## config.mk

```make
export PLATFORM = sky130hd
export DESIGN_NAME = seq_gen
export DESIGN_NICKNAME = d
export VERILOG_FILES = /design/src/rtl/seq_gen.sv
export SDC_FILE = /design/constraint.sdc
export NUM_CORES = 1
export LEC_CHECK = 0
export CORE_MARGIN = 3
export CORE_UTILIZATION = 44
export CTS_CLUSTER_DIAMETER = 100
export DETAILED_ROUTE_END_ITERATION = 8
export GPL_TIMING_DRIVEN = 0
export PLACE_DENSITY = 0.7
export SETUP_SLACK_MARGIN = 0.1
export SLEW_MARGIN = 10
export SYNTH_ARGS = -nofsm -noshare
export SYNTH_HDL_FRONTEND = slang
export SYNTH_SLANG_ARGS = --single-unit
export TNS_END_PERCENT = 100
```

## constraint.sdc

```tcl
create_clock -name clk -period 4 [get_ports clk]
set_input_delay 0.8 -clock clk [delete_from_list [all_inputs] [get_ports clk]]
set_output_delay 0.8 -clock clk [all_outputs]
set_load 0.005 [all_outputs]
```

## src/rtl/seq_gen.sv

```systemverilog
// Serial pattern transmitter: loads a parallel pattern over a valid/ready handshake
// and shifts it out MSB-first, repeated load_rep+1 times with optional idle gaps.
module seq_gen #(
    parameter int   MAX_LEN    = 32,
    parameter int   LEN_W      = 6,
    parameter int   REP_W      = 4,
    parameter int   GAP_CYCLES = 0,
    parameter logic IDLE_LVL   = 1'b0
) (
    input  logic               clk,
    input  logic               rst,
    input  logic               load_valid,
    output logic               load_ready,
    input  logic [MAX_LEN-1:0] load_data,
    input  logic [LEN_W-1:0]   load_len,
    input  logic [REP_W-1:0]   load_rep,
    output logic               out,
    output logic               out_valid,
    output logic               frame_start,
    output logic               last,
    output logic               err
);

    localparam logic [1:0] IDLE  = 2'd0;
    localparam logic [1:0] SHIFT = 2'd1;
    localparam logic [1:0] GAP   = 2'd2;
    localparam int GAP_W = (GAP_CYCLES > 1) ? $clog2(GAP_CYCLES) : 1;

    logic [1:0]         state_reg;
    logic [MAX_LEN-1:0] pat_reg;
    logic [LEN_W-1:0]   len_reg;
    logic [LEN_W-1:0]   idx_reg;
    logic [REP_W-1:0]   rep_reg;
    logic [GAP_W-1:0]   gap_reg;
    logic               ready_en_reg;
    logic               out_reg;
    logic               out_valid_reg;
    logic               frame_start_reg;
    logic               last_reg;
    logic               err_reg;

    logic               final_bit;
    logic               accept;
    logic               len_bad;
    logic [LEN_W-1:0]   load_msb;
    logic [LEN_W-1:0]   restart_msb;

    // Selects one pattern bit through a shift so the index width never has to match the pattern width.
    function automatic logic pick(input logic [MAX_LEN-1:0] pat, input logic [LEN_W-1:0] idx);
        logic [MAX_LEN-1:0] s;
        s = pat >> idx;
        return s[0];
    endfunction

    assign final_bit   = (state_reg == SHIFT) && (idx_reg == '0) && (rep_reg == '0);
    assign load_ready  = ready_en_reg && ((state_reg == IDLE) || final_bit);
    assign accept      = load_valid && load_ready;
    assign len_bad     = (load_len == '0) || (32'(load_len) > 32'(MAX_LEN));
    assign load_msb    = load_len - LEN_W'(1);
    assign restart_msb = len_reg - LEN_W'(1);

    always_ff @(posedge clk) begin
        if (rst) begin
            state_reg       <= IDLE;
            idx_reg         <= '0;
            rep_reg         <= '0;
            gap_reg         <= '0;
            ready_en_reg    <= 1'b0;
            out_reg         <= IDLE_LVL;
            out_valid_reg   <= 1'b0;
            frame_start_reg <= 1'b0;
            last_reg        <= 1'b0;
            err_reg         <= 1'b0;
        end else begin
            ready_en_reg    <= 1'b1;
            out_reg         <= IDLE_LVL;
            out_valid_reg   <= 1'b0;
            frame_start_reg <= 1'b0;
            last_reg        <= 1'b0;
            err_reg         <= 1'b0;
            // A load can only be accepted in IDLE or on the final bit, so it takes priority.
            if (accept) begin
                if (len_bad) begin
                    err_reg   <= 1'b1;
                    state_reg <= IDLE;
                end else begin
                    pat_reg         <= load_data;
                    len_reg         <= load_len;
                    rep_reg         <= load_rep;
                    idx_reg         <= load_msb;
                    out_reg         <= pick(load_data, load_msb);
                    out_valid_reg   <= 1'b1;
                    frame_start_reg <= 1'b1;
                    last_reg        <= (load_len == LEN_W'(1)) && (load_rep == '0);
                    state_reg       <= SHIFT;
                end
            end else begin
                case (state_reg)
                    SHIFT: begin
                        if (idx_reg != '0) begin
                            idx_reg       <= idx_reg - LEN_W'(1);
                            out_reg       <= pick(pat_reg, idx_reg - LEN_W'(1));
                            out_valid_reg <= 1'b1;
                            last_reg      <= (idx_reg == LEN_W'(1)) && (rep_reg == '0);
                        end else if (rep_reg != '0) begin
                            rep_reg <= rep_reg - REP_W'(1);
                            if (GAP_CYCLES == 0) begin
                                idx_reg         <= restart_msb;
                                out_reg         <= pick(pat_reg, restart_msb);
                                out_valid_reg   <= 1'b1;
                                frame_start_reg <= 1'b1;
                                last_reg        <= (len_reg == LEN_W'(1)) && (rep_reg == REP_W'(1));
                            end else begin
                                gap_reg   <= GAP_W'(GAP_CYCLES - 1);
                                state_reg <= GAP;
                            end
                        end else begin
                            state_reg <= IDLE;
                        end
                    end
                    GAP: begin
                        if (gap_reg != '0) begin
                            gap_reg <= gap_reg - GAP_W'(1);
                        end else begin
                            idx_reg         <= restart_msb;
                            out_reg         <= pick(pat_reg, restart_msb);
                            out_valid_reg   <= 1'b1;
                            frame_start_reg <= 1'b1;
                            last_reg        <= (len_reg == LEN_W'(1)) && (rep_reg == '0);
                            state_reg       <= SHIFT;
                        end
                    end
                    default: state_reg <= IDLE;
                endcase
            end
        end
    end

    assign out         = out_reg;
    assign out_valid   = out_valid_reg;
    assign frame_start = frame_start_reg;
    assign last        = last_reg;
    assign err         = err_reg;

endmodule

```

Yosys cells after proc, flatten, opt, wreduce, memory -nomap -nowiden
Index checks and enable logic that the tools add are counted.

storage, ports and cells
  register bits after elaboration = 57
  bits of input ports = 45
  output and inout bits = 6
  word-level logic and storage cells = 103

cells by class
  add/subtract/negate cells = 5
  $lt $le $gt $ge = 1
  eq/ne operators = 12
  shift-type cells = 3
  muxes and demuxes = 41
  bitwise gates (word level) = 3
  reduce and logical (&&, ||, !) cells = 26

operators by type and width
  operator                                               count
  right shift 32 x 6 -> 1 bit                            3
  two-way mux 6 bit                                      5
  two-way mux 1 bit                                      21
  two-way mux 4 bit                                      5
  equality test 6 x 1 -> 1 bit, second input constant    3
  subtractor 6 x 1 -> 6 bit, second input constant       3
  logical NOT 6 bit                                      2
  case mux 6 bit (2 select lines)                        1
  inequality test 3 bit, second input constant           3
  logical AND 1 bit                                      8
  logical NOT 4 bit                                      2
  two-way mux 2 bit                                      4
  case mux 1 bit (2 select lines)                        4
  AND reduction 4 bit                                    2
  greater-than comparator 6 bit, second input constant   1
  AND reduction 3 bit                                    2
  nonzero test 6 bit                                     1
  equality test 4 x 1 -> 1 bit, second input constant    1
  inequality test 2 bit, second input constant           2
  inequality test 4 x 2 -> 1 bit, second input constant  1
  case mux 2 bit (2 select lines)                        1
  nonzero test 2 bit                                     2
  nonzero test 4 bit                                     1
  subtractor 4 x 1 -> 4 bit, second input constant       1
  9 further kinds                                        12

Depth between registers and ports, before layout
  word-level depth = 8
  mapped depth = 10
  mapped depth without buffers = 8

Worst setup path before layout
OpenSTA, ideal clock, no wires.

  path kind = input -> register
  start = input load_len[0]
  end = register len_reg[0] (enable)
  setup time = 0.436 ns
  data arrival time = 3.551 ns
  required time = 3.564 ns
  setup slack = 0.013 ns
  stages = 7
  buffers on the path = 1
  path through = buf_2 inv_1 ha_1 nor4b_1 xnor2_1 nand3_1 nor2_1

between the ends
  word-level cells in the longest chain between the ends = 4
  elaborated cells on any way between the ends = 5
  classes of those cells = 1 x order compare; 1 x bitwise; 3 x reduce/logical

ends and longest elaborated chain
  item                                                                line  source
  from (decl)                                                         15    input logic [LEN_W-1:0] load_len,
  greater-than comparator 6 bit or logical NOT 6 bit (tied branches)  58    assign len_bad = (load_len == '0) || (32'(load_len) > 32'(MAX_LEN));
  logical OR 1 bit (*)                                                58
  inverter 1 bit (no source line) (*)                                 --
  AND reduction 3 bit (no source line) (*)                            --
  to (signal assigned)                                                88    len_reg <= load_len;
  to (decl)                                                           31    logic [LEN_W-1:0] len_reg;

Every way passes the cells marked *; elsewhere a longest branch is shown, timed or not.
A chain may end at the register's enable or synchronous reset.

Worst setup path in the final report
  start = register idx_reg[0]
  end = output load_ready

between the ends
  word-level cells in the longest chain between the ends = 5

ends and longest elaborated chain
  item                            line  source
  from (decl)                     32    logic [LEN_W-1:0] idx_reg;
  from (signal assigned)          90    idx_reg <= load_msb;
  from (signal assigned)          101   idx_reg <= idx_reg - LEN_W'(1);
  from (signal assigned)          108   idx_reg <= restart_msb;
  logical NOT 6 bit               55    assign final_bit = (state_reg == SHIFT) && (idx_reg == '0) && (rep_reg == '0);
  logical AND 1 bit (2 in a row)  55
  logical OR 1 bit                56    assign load_ready = ready_en_reg && ((state_reg == IDLE) || final_bit);
  logical AND 1 bit               56
  to (decl)                       13    output logic load_ready,

Every way passes these cells.

==> run summary <==
- finished clean — run status
- 1.40 nW — leakage power
- 0 — Overflow after GRT
- 4.19% — adder and majority cell fraction of the synthesized area
- 0 — hold buffer count at cts
- 3630 ps — final critical-path required period
- register to register — worst hold-check path type
- 3200 ps — endpoint required time on the critical path
- output pin — Crit. End Element
- 2830 ps — endpoint arrival time on the critical path
- 0.192 mV — Max IR drop VDD
- 0 — DRC
- 10 — largest driver fanout on the critical path
- 0 — Antenna diodes
- edfxtp_1 — most used flip-flop cell after synthesis
- 92.4 um — chip height
- rep_reg[1]$_SDFFE_PP0P_ — hold wc startpoint
- 7020 um2 — Core ar.
- yes — CTS tree
- 50 — Distinct cells, synth
- 90.7% — crit share post-route
- 12.8% — post-synthesis share of cell area spent on and, or, nand and nor gates
- 0 — yosys synthesis warning count
- 92.4 um — Die Width
- 18.7% — total routing resource utilization after global routing
- 0 — endpoints failing hold
- 0% — post-synthesis async set-or-reset flop share
- 3290 um2 — cell area after technology mapping
- 162 — iteration-0 DRC count of the detailed router
- 12.5 um2 — Post-Syn Area per Cell
- 10.9 ps — final setup skew
- 16.1% — layout cell share with drive strength beyond 1
- 377 — fin nets
- 0 — Detail Route Antenna Nets
- 0 — final-report max-slew violation count
- 4 — drt pass-1 iters
- 310 ps — insertion delay to the later sink of the worst-skew pair
- multiplexers — dominant combinational cell family by area after synthesis
- out$_SDFF_PP0_ — RR Endpoint
- 46.8% — effective utilization at floorplan
- 45.1% — sequential share of the synthesized area
- 0.813 — routability congestion estimate
- 21.5% — multiplexer share of the synthesized area
- 1680 um2 — area used by multi-input combinational logic
- 18.0 um — detailed-route wire length per cell
- clkbuf_8 — Root Driver
- 33 — maximum number of pins on one net before global-route repair
- 2 — buffers from clock root to sink, at most
- 599 — Filler Cells Inserted
- 7.54 mm — total wire length
- 418 — Post-Layout Cell Count
- 0 ps — TNS Setup
- 513 ps — Hold WS
- 22.1% — area growth from synthesis to layout
- 55 — Synth Register Bits
- 9.06% — Compound-Gate Fraction of Synth Area
- 51 — num ports
- 875 ps — actual transition at the worst max-transition pin
- 0 — number of violations of the max-capacitance limit
- 30 — number of rows in the core area
- 34.7% — share of the synthesized area in the top cell type
- 411 — cell count after placement
- 338 nW/um2 — total power divided by cell area
- idx_reg[0]$_SDFFE_PP0P_ — Critical Path Source
- 2410 — number of global-route vias before repair
- 100 ps — clock transition time at the flip-flop clock pins of the worst setup and hold paths
- 0 — post-CTS repair timing setup buffer count
- clkdlybuf4s50_1 — most common library cell in the layout ignoring fill and taps
- idx_reg[0]$_SDFFE_PP0P_ — R2R Path Start
- 0 — post-cts repair resize count
- 0 — antenna violations before repair
- register — startpoint class of the critical path
- 264 — Post-Syn Instances
- 275 MHz — fmax
- 790 ps — register-to-register path setup slack
- 38 — Post-synth EDFFs
- 3.20% — xor and xnor fraction of the mapped netlist area
- 10 — worst reg2reg path depth
- 50 x clkdlybuf4s50_1, 38 x edfxtp_1, 25 x mux4_2 — most frequent cells in the layout
- edfxtp_1 35%, mux4_2 17%, dfxtp_1 10%, ha_1 4.2%, mux2i_1 3.7% — top cells by area in the synthesized netlist
- 32 — max FFs per register
- 5.69 — post-DR vias/cell
- false — setup repair after global routing missed its margin
- edfxtp_1 — cell type with the highest aggregate area in the netlist
- 5 — CTS buffer count
- 2 — count of cells along the worst hold path
- 2 — H-tree levels
- register to output pin — WS Path Type
- 50 — count of buffers from port buffering
- 320 — Synthesized Nets
- 12.4 mm — first-pass GRT wire length
- 5.85 mm — Detail Placement HPWL
- 1480 um2 — Sequential cell area
- 8540 um2 — area enclosed by the die boundary
- 2377 — via total after detailed routing
- 0 — endpoints failing setup
- rep_reg[1]$_SDFFE_PP0P_ — hold path endpoint
- 55 — sinks on the clock net
- 41.5% — Slew HR
layout make-up:
type                    count  area share (%)
well taps                  96            2.99
flip-flops and latches     55            36.9
clock buffers               6            1.81
repair buffers             51            13.0
multi-input cells         184            41.8
inverters                  11            1.03
plain buffers              13            2.31
clock inverters             2           0.218
through the flow:
stage                     worst slack, ps  cell area [um2]  total power [mW]  util, %
final                                 370             4010              1.35     57.2
after floorplan                       654             3290             0.937        -
after CTS                             183             4020              1.37     57.2
after global placement               -738             3910              1.06     55.7
after global routing                  115             4010              1.43     57.2
after detailed placement             -140             3940              1.07     56.1
power breakdown:
group	total (mW)	switching, mW	internal [mW]	leakage, nW
Combinational	0.407	0.201	0.206	0.869
Clock	0.298	0.177	0.121	0.0426
Sequential	0.649	0.0184	0.631	0.484
Total	1.35	0.396	0.958	1.40
per-layer routing:
layer | routed length (um) | vias up | track usage (%)
li1 | - | 1133 | -
met5 | 0 | - | 0
met3 | 476 | 10 | 3.17
met2 | 3860 | 76 | 31.5
met4 | 104 | 0 | 5.20
met1 | 3110 | 1158 | 25.0
cells by family after synthesis:
group / Yosys count
and+or+nand+nor: 82
DFF: 55
AOI/OAI and AO/OA: 40
muxes: 39
buffers and inverters: 25
xor gates and xnor gates: 12
adders and majority gates: 11
synth_stat cells, types with 3 or more instances:
master	count
xnor2_1	6
mux4_2	25
edfxtp_1	38
o21ai_0	8
dfxtp_1	17
mux2i_1	12
nor2_1	23
buf_6	3
clkbuf_1	6
nand4_1	3
xor2_1	6
inv_1	11
nand3b_1	5
nor4_1	3
a21oi_1	8
nor3b_1	3
nand2_1	19
nand3_1	4
ha_1	11
a211oi_1	6
nor3_1	9
worst max-delay path, cell delays in order, from the launching register on:
cell,delay (ps)
dfxtp_1,400
clkbuf_1,340
inv_1,210
ha_1,260
inv_1,110
o41ai_4,500
and2_1,190
clkdlybuf4s50_1,500
worst max-delay path by stage:
stage,end,slack [ps],cells past startpoint
after floorplan,len_reg[0]$_DFFE_PP_,650,7
after global placement,out$_SDFF_PP0_,-740,10
after detailed placement,out$_SDFF_PP0_,-140,11
after CTS,out$_SDFF_PP0_,180,11
after global routing,load_ready,120,7
final,load_ready,370,7
Note: power is estimated with default switching activity, not from simulation.
==> variant, RTL diff (same settings) <==
Change the parameter `REP_W` from 4 to 5.
--- a/src/rtl/seq_gen.sv
+++ b/src/rtl/seq_gen.sv
@@ -3,7 +3,7 @@
 module seq_gen #(
     parameter int   MAX_LEN    = 32,
     parameter int   LEN_W      = 6,
-    parameter int   REP_W      = 4,
+    parameter int   REP_W      = 5,
     parameter int   GAP_CYCLES = 0,
     parameter logic IDLE_LVL   = 1'b0
 ) (
Interface: changed (resized load_rep); port bits go from 51 to 52. The function was not compared with the original's and may differ.
==> variant against the original RTL <==
Setup slack got worse by 0.037 ns; synthesized area rose by 1.9%; routed wire length is 0.77% lower; design area grew 1.8%; sequential share of layout area shrank 0.18 points; critical endpoint is now out$_SDFF_PP0_; power down 0.37%; sequential cell count rose by 1.
==> variant: results (changes against the original RTL) <==
* Status: finished, final reports clean (unchanged)
* # fillers at 611 (was 599)
* DP Area at 4010 um2 (was 3940 um2)
* Max FO, Critical Path at 8 (was 10)
* Synth cell count leaders: 38 x edfxtp_1, 21 x mux4_2, 18 x dfxtp_1, 18 x nor2_1, 16 x nand2_1 (was 38 x edfxtp_1, 25 x mux4_2, 23 x nor2_1)
* Initial drt markers at 138 (was 162)
* WL per Instance at 17.4 um (was 18.0 um)
* Initial antenna violation count at 0 (unchanged)
* Vias at 2406 (was 2377)
* Number of global-route vias before repair at 2425 (was 2410)
* Resized Gates After CTS at 0 (unchanged)
* Distinct cell type count after synthesis at 57 (was 50)
* Gpl congestion at 0.905 (was 0.813)
* Synth area leaders: edfxtp_1 34%, mux4_2 14%, dfxtp_1 11% (was edfxtp_1 35%, mux4_2 17%, dfxtp_1 10%)
* Clk_skew at 0.0110 ns (was 0.0109 ns)
* Share of layout cells above drive strength 1 at 0.148 (was 0.161)
* CP arrival at 3.86 ns (was 2.83 ns)
* Cell Area, Synth at 3350 um2 (was 3290 um2)
* Crit-path max cell delay at 0.73 ns (was 0.50 ns)
* First-pass GRT wire length at 12000 um (was 12400 um)
* IR drop worst, VDD at 168 uV (was 192 uV)
* Final Net Count at 386 (was 377)
* Leakage at 1.39 nW (was 1.40 nW)
* PortBufs at 51 (was 50)
* Num CTS Buffers at 5 (unchanged)
* Hpwl dp at 5740 um (was 5850 um)
* Total GRT Usage at 0.180 (was 0.187)
* Largest net degree at the start of global routing at 29 (was 33)
* Max FFs per register at 32 (unchanged)
* Crit-path slowest cell: xor2_1 (was o41ai_4)
* Mapped Nets at 327 (was 320)
* Synth async-reset ratio at 0 (unchanged)
* Max_slew headroom at 0.380 (was 0.415)
* Post-Place Worst Slack at -0.0812 ns (was -0.140 ns)
* Sequential element share of the synthesized area at 0.448 (was 0.451)
## variant: cell count changes after synthesis, sizes merged, moves of 2 or more
cell / unedited run / this run
nand2: 19 / 17
o21ai: 8 / 14
a21oi: 9 / 12
nor4: 3 / 0
nor2: 23 / 19
o31a: 2 / 0
mux2i: 12 / 9
a32oi: 0 / 2
a21o: 2 / 4
or2: 0 / 2
o41ai: 2 / 0
and3: 1 / 3
## variant: per-stage QoR
stage | setup TNS [ns] | instances | total power [mW]
after floorplan | 0 | 270 | 0.934
after global placement | -18.22 | 420 | 1.06
after detailed placement | -0.0812 | 421 | 1.07
after CTS | 0 | 429 | 1.36
after global routing | 0 | 429 | 1.43
final | 0 | 429 | 1.35
## variant: cell type report
type                       count  area (um2)  area share
multi-input combinational    192        1740       0.427
sequential                    56        1500       0.367
timing repair buffer          52         531       0.130
tap                           99         124      0.0303
clock buffer                   7        76.3      0.0187
buffer                        12        68.8      0.0168
inverter                      10        37.5     0.00919
clock inverter                 1        3.75    0.000919
## variant: logic make-up after synthesis
logic type	after synthesis	share of synthesized area
simple gates	83	0.140
flops	56	0.448
compound gates	49	0.0993
mux	36	0.206
buf+inv	22	0.0317
xor+xnor	13	0.0340
fa+ha+maj	11	0.0411
## variant: metal layers
layer,part of all wire,wire (um),GRT usage
met4,0.0090,67,0.0440
met1,0.42,3170,0.242
met3,0.057,423,0.0257
met2,0.51,3830,0.309
met5,0,0,0
## variant: power by group
group	internal (mW)	switching [mW]	leakage (nW)
Clock	0.123	0.175	0.0399
Sequential	0.642	0.0229	0.492
Combinational	0.191	0.196	0.858
Total	0.956	0.394	1.39
## variant: path summary, 6_finish.rpt
kind	from	end	slack (ns)	cells after the start
setup / recovery	load_len[0]	out$_SDFF_PP0_	0.33	10
hold / removal	rep_reg[4]$_SDFFE_PP0P_	rep_reg[4]$_SDFFE_PP0P_	0.49	2
setup reg to reg	idx_reg[0]$_SDFFE_PP0P_	out$_SDFF_PP0_	0.93	10
hold reg to reg	rep_reg[4]$_SDFFE_PP0P_	rep_reg[4]$_SDFFE_PP0P_	0.49	2
## variant: critical path, delay by kind of cell
family,cells,cell delay [ns]
buf+inv,3,0.93
simple gates,2,0.21
compound gates,1,0.09
fa+ha+maj,1,0.25
xor+xnor,1,0.73
mux,2,0.83
